**src/rtl/mm_controller.sv**
```systemverilog
// Sequencer for a DIM x DIM matrix multiply C = A x B: walks the i/j/k indices,
// drives the A/B/C memory addresses and the MAC datapath enables.
module mm_controller #(
    parameter int DIM        = 3,
    parameter int ADDR_WIDTH = 4
) (
    input  logic                  clk,
    input  logic                  reset,
    input  logic                  start,
    input  logic                  result_invalid,
    output logic [ADDR_WIDTH-1:0] addr_A,
    output logic [ADDR_WIDTH-1:0] addr_B,
    output logic [ADDR_WIDTH-1:0] addr_C,
    output logic                  we_C,
    output logic                  en_Mux,
    output logic                  en_PPReg,
    output logic                  en_FDReg,
    output logic                  busy,
    output logic                  done,
    output logic                  error
);

    typedef enum logic [1:0] {
        IDLE  = 2'd0,
        MAC   = 2'd1,
        WRITE = 2'd2,
        DONE  = 2'd3
    } state_t;

    // DIM never exceeds 15, so four bits hold any row/column/inner index.
    localparam logic [3:0] LAST = 4'(DIM - 1);

    state_t     state, state_next;
    logic [3:0] i, j, k;
    logic [3:0] i_next, j_next, k_next;
    logic       error_next;

    always_ff @(posedge clk) begin
        if (reset) begin
            state <= IDLE;
            i     <= '0;
            j     <= '0;
            k     <= '0;
            error <= 1'b0;
        end else begin
            state <= state_next;
            i     <= i_next;
            j     <= j_next;
            k     <= k_next;
            error <= error_next;
        end
    end

    always_comb begin
        state_next = state;
        i_next     = i;
        j_next     = j;
        k_next     = k;
        error_next = error;
        addr_A     = '0;
        addr_B     = '0;
        addr_C     = '0;
        we_C       = 1'b0;
        en_Mux     = 1'b0;
        en_PPReg   = 1'b0;
        en_FDReg   = 1'b0;
        busy       = 1'b0;
        done       = 1'b0;

        case (state)
            IDLE: begin
                if (start) begin
                    state_next = MAC;
                    i_next     = '0;
                    j_next     = '0;
                    k_next     = '0;
                    error_next = 1'b0;
                end
            end

            // One product per cycle; the first product loads the accumulator.
            MAC: begin
                addr_A   = ADDR_WIDTH'(i) * ADDR_WIDTH'(DIM) + ADDR_WIDTH'(k);
                addr_B   = ADDR_WIDTH'(k) * ADDR_WIDTH'(DIM) + ADDR_WIDTH'(j);
                en_PPReg = 1'b1;
                en_Mux   = (k != 4'd0);
                en_FDReg = (k == LAST);
                busy     = 1'b1;
                if (k == LAST) begin
                    k_next     = '0;
                    state_next = WRITE;
                end else begin
                    k_next = k + 4'd1;
                end
            end

            WRITE: begin
                addr_C = ADDR_WIDTH'(i) * ADDR_WIDTH'(DIM) + ADDR_WIDTH'(j);
                we_C   = 1'b1;
                busy   = 1'b1;
                if (result_invalid) begin
                    error_next = 1'b1;
                end
                if (j == LAST) begin
                    j_next = '0;
                    if (i == LAST) begin
                        i_next     = '0;
                        state_next = DONE;
                    end else begin
                        i_next     = i + 4'd1;
                        state_next = MAC;
                    end
                end else begin
                    j_next     = j + 4'd1;
                    state_next = MAC;
                end
            end

            DONE: begin
                done       = 1'b1;
                state_next = IDLE;
            end

            default: state_next = IDLE;
        endcase
    end

endmodule
```
**config.mk**
```make
export PLATFORM = sky130hd
export DESIGN_NAME = mm_controller
export DESIGN_NICKNAME = d
export VERILOG_FILES = /design/src/rtl/mm_controller.sv
export SDC_FILE = /design/constraint.sdc
export NUM_CORES = 1
export LEC_CHECK = 0
export ABC_AREA = 1
export ABC_CLOCK_PERIOD_IN_PS = 2300
export CAP_MARGIN = 20
export CORE_ASPECT_RATIO = 1.75
export CORE_MARGIN = 2
export CORE_UTILIZATION = 45
export CTS_BUF_LIST = sky130_fd_sc_hd__clkbuf_16
export DETAILED_ROUTE_END_ITERATION = 8
export PLACE_DENSITY_LB_ADDON = 0.12
export REMOVE_ABC_BUFFERS = 1
export SYNTH_ARGS = -nofsm -noshare
export SYNTH_HDL_FRONTEND = slang
export SYNTH_SLANG_ARGS = --single-unit
```
**constraint.sdc**
```tcl
create_clock -name clk -period 2.3 [get_ports clk]
set_input_delay 0.345 -clock clk [delete_from_list [all_inputs] [get_ports clk]]
set_output_delay 0.345 -clock clk [all_outputs]
set_load 0.02 [all_outputs]
```
# Word level (Yosys, flattened, before mapping)
# Cells that the tools add are included.
# op_classes
add_sub_neg	6
multipliers	2
n_eq_ne	10
n_mux	25
reduce_logical	10
# ops
op	n
$mux 4	8
$pmux 4 s2	3
$add 4x1->4 const B	3
$add 4x4->4	3
$eq 4x2->1 const B	3
$mul 4x2->4 const B	2
$mux 1	8
$mux 2	4
$ne 2x2->1 const B	4
$pmux 2 s4	1
$reduce_and 2->1	3
$reduce_and 3->1	2
$eq 2x2->1 const B	2
$reduce_bool 2->1	2
$reduce_bool 4->1	1
$eq 2x1->1 const B	1
$logic_not 2->1	1
$pmux 1 s2	1
$reduce_or 2->1	1
# totals
regBits	15
inputBits	4
output_inout_bits	19
wordCells	58

# Logic depth before layout (Yosys ltp)
# depth
depth_word	4
ltp_mapped	11
ltp_nobuf	11

# Worst setup path after synthesis
# OpenSTA, ideal clock, no wires.
# synth_path
kind	register -> output
from	register i[0]
to	output port addr_C[3]
t_arrival_ns	2.063
required_time_ns	1.955
path_slack_ns	-0.108
stages_incl_launch_ff	11
path_buffers	0
cell_sequence	dfxtp_1 > ha_1 > inv_1 > fa_1 > inv_1 > ha_1 > a21oi_1 > nand2_1 > nand2_1 > nand2_1 > nor2_1
# synth_via
elab_chain_cells	3
# synth_lines
element	line_no	source
start: declaration	34	logic [3:0] i, j, k;
start signal: assignment	47	i <= i_next;
$mul 4x2->4	98	addr_C = ADDR_WIDTH'(i) * ADDR_WIDTH'(DIM) + ADDR_WIDTH'(j);
$add 4x4->4	98	
$mux 4	70	case (state)
end: declaration	13	output logic [ADDR_WIDTH-1:0] addr_C,
# No other way between the ends.

# Worst setup path after layout
# layout_path
from	register j[1]
to	output port addr_B[3]
# layout_via
elab_chain_cells	2
# layout_lines
element	line_no	source
start: declaration	34	
start signal: assignment	48	j <= j_next;
$add 4x4->4	84	addr_B = ADDR_WIDTH'(k) * ADDR_WIDTH'(DIM) + ADDR_WIDTH'(j);
$mux 4	70	
end: declaration	12	output logic [ADDR_WIDTH-1:0] addr_B,
# No other way between the ends.

==> results.yml <==
yosys:
  synth_area_per_cell_um2: 6.885
  yosysSeqAreaShare_pct: 20.67
  netlist_instances: 211
  synth_cell_types: 20
  ys_ff_latch: 15
  synthArstFlopShare_pct: 0
  ys.flop_type: "dfxtp_1"
  synth_edf_count: 0
  ys_warn_count: 0
  synthTopCellsByArea: "dfxtp_1 (21%), ha_1 (20%), nand2_1 (14%)"
  syn_area_um2: 1453
  yosysMostFrequentCell: "nand2_1"
  yosys.area.top_type: "dfxtp_1"
  synth_top_area_share_pct: 20.67
  synth_common_cells: "nand2_1 (54), inv_1 (30), nor2_1 (27)"
pwr:
  power.total_mw: 1.191
  clock_power_share_pct: 27.9
  peakVddDrop_v: 0.0004799
  switchingPower_mw: 0.4420
  netSwitchingFraction_pct: 37.10
  power_frac_comb_pct: 46.1
  p_leak_nw: 0.9493
  p_int_mw: 0.7492
  p_per_area_nw_per_um2: 590.9
  pwr-share-seq_pct: 26.0
sta:
  fin_ws_ns: -0.1895
  fmax_mhz: 401.7
  hold_viol: 0
  setup_viol: 6
  rsz0062_at_grt: "yes"
  hold_ws_ns: 0.4776
  period_share_pct: 108.2
  tns_ns: -0.6502
  finalMaxSlewViolations: 0
  timing.slew.headroom_pct: 76.35
  fin_skew_ns: 0.003109
  worst_pin_slew_ns: 0.3534
  period_needed_ns: 2.489
layout:
  drive_above_1_share_pct: 22.27
  layout.cells.non_filler: 299
  area_growth_pct: 38.76
  fin_nets: 290
  antenna_cells: 0
  final_util_pct: 64.86
  post-route-cell-area_um2: 2016
setup_path:
  startpoint_type: "flop"
  cp-end-kind: "output pin"
  max_stage_delay_ns: 0.53
  worstSetupPathDepth: 8
  critPathBufInv: 2
  required_ns: 1.96
  crit_chain: "fa_1 > ha_1 > inv_1 > fa_2 > xor2_2 > o21ai_1 > a21oi_1 > buf_4"
  rr_worst_depth: 7
  path_max_fanout: 2
  crit_type: "reg2out"
  worst_path_max_delay_cell: "fa_1"
  crit_family: "adder cells"
  worstPathArrival_ns: 2.14
global_route:
  grt_max_degree: 12
  grt.overflow.total: 0
  grt_pass1_vias: 1357
  grt_usage_pct: 21.83
  antenna_found_initial: 0
  grt_pass1_wl_um: 5844
status:
  violations: "negative setup slack"
  status: "finished with violations"
die:
  coreArea_um2: 3108
  initial_core_util_pct: 46.74
  rows: 27
  die_area_um2: 3717
  die_x_um: 46.95
  die_y_um: 79.16
  ios: 23
detailed_routing:
  vias: 1431
  drtPass1Iterations: 4
  viasPerCell: 4.786
  routedWlPerCell_um: 12.02
  route.detailed.drc: 0
  drt_first_iter_violations: 28
  ant_nets: 0
  routed_wl_um: 3595
clock_network:
  tritoncts: "done"
  cts_root_buf: "clkbuf_16"
  clkTransAtPathRegs_ns: 0.05
  worstSkewPairLatency_ns: 0.24
  h-tree-depth: 1
  clockBufferDepth: 2
  post_cts_buffers: 0
  cts_made_buffers: 3
  cts_sinks: 15
place:
  post-place-ws_ns: -0.4669
  port_buffers: 22
  hpwl_um: 2874
  place_inst: 295
  routabilityCongestion: 0.8805
  dpl_cell_area_um2: 1864
worst_hold_path:
  hp-class: "reg2reg"
  hold_depth: 2
job:
  max-cap-violations: 0
## cells by family after synthesis
family                     count (synthesis)  synth area share (%)
DFF                                       15                 20.67
buffers and inverters                     36                 10.42
adders and majority gates                 29                 28.08
AOI/OAI and AO/OA                         24                 9.044
xor gates and xnor gates                   4                 2.412
and+or+nand+nor                          103                 29.37
## cell usage in the layout (no fill, tap or decap), drive strengths merged
cell type	count
nand2	56
inv	33
buf	30
nor2	27
ha	23
nand3	16
a21oi	15
dfxtp	15
clkdlybuf4s50	12
o21ai	9
fa	6
nand4	3
clkbuf	3
xor2	3
dlygate4sd2	2
xnor2	1
clkinv	1
or2	1
## worst min-delay path, stage by stage (launching register included)
cell,delay (ns)
dfxtp_1,0.32
a21oi_1,0.04
nor2_1,0.07
## sequential cells by signal (all words and copies together) (netlist names)
signal / cells
j: 4
state: 2
k: 4
i: 4
error: 1
## worst paths after layout
check	startpoint	endpoint	slack [ns]
setup / recovery	j[1]$_SDFFE_PP0P_	addr_B[3]	-0.19
hold / removal	error$_SDFFE_PP0P_	error$_SDFFE_PP0P_	0.48
setup reg to reg	state[0]$_SDFFE_PP0P_	j[0]$_SDFFE_PP0P_	0.51
hold reg to reg	error$_SDFFE_PP0P_	error$_SDFFE_PP0P_	0.48
## area by class of cell
cell class	instances	area (um^2)
clock buffer	3	75.07
inverter	33	123.9
multi-input combinational	160	1079
clock inverter	1	3.754
sequential	15	311.5
fill	288	1092
tap	43	53.80
timing repair buffer	44	369.1
## power groups by stage
stage | sequential [mW] | combinational [mW] | clock [mW]
2_1_floorplan | 0.320 | 0.302 | 0
3_3_place_gp | 0.308 | 0.509 | 0
3_5_place_dp | 0.309 | 0.516 | 0
4_1_cts | 0.309 | 0.548 | 0.335
5_1_grt | 0.314 | 0.614 | 0.351
6_report | 0.310 | 0.549 | 0.332
## routing by layer
layer	GRT usage, %	share of wire (%)	wire length [um]
met5	0	0	0
met2	40.82	55	1993
met4	9.444	3.0	109
met1	22.39	39	1386
met3	2.273	2.9	105
## what timing repair did
action / CTS / global route
setup endpoints to repair: 11 / 7
hold buffers: 0 / 0
pin swaps: 3 / 3
gates resized for setup: 55 / 11
Note: power is estimated with default switching activity, not from simulation.
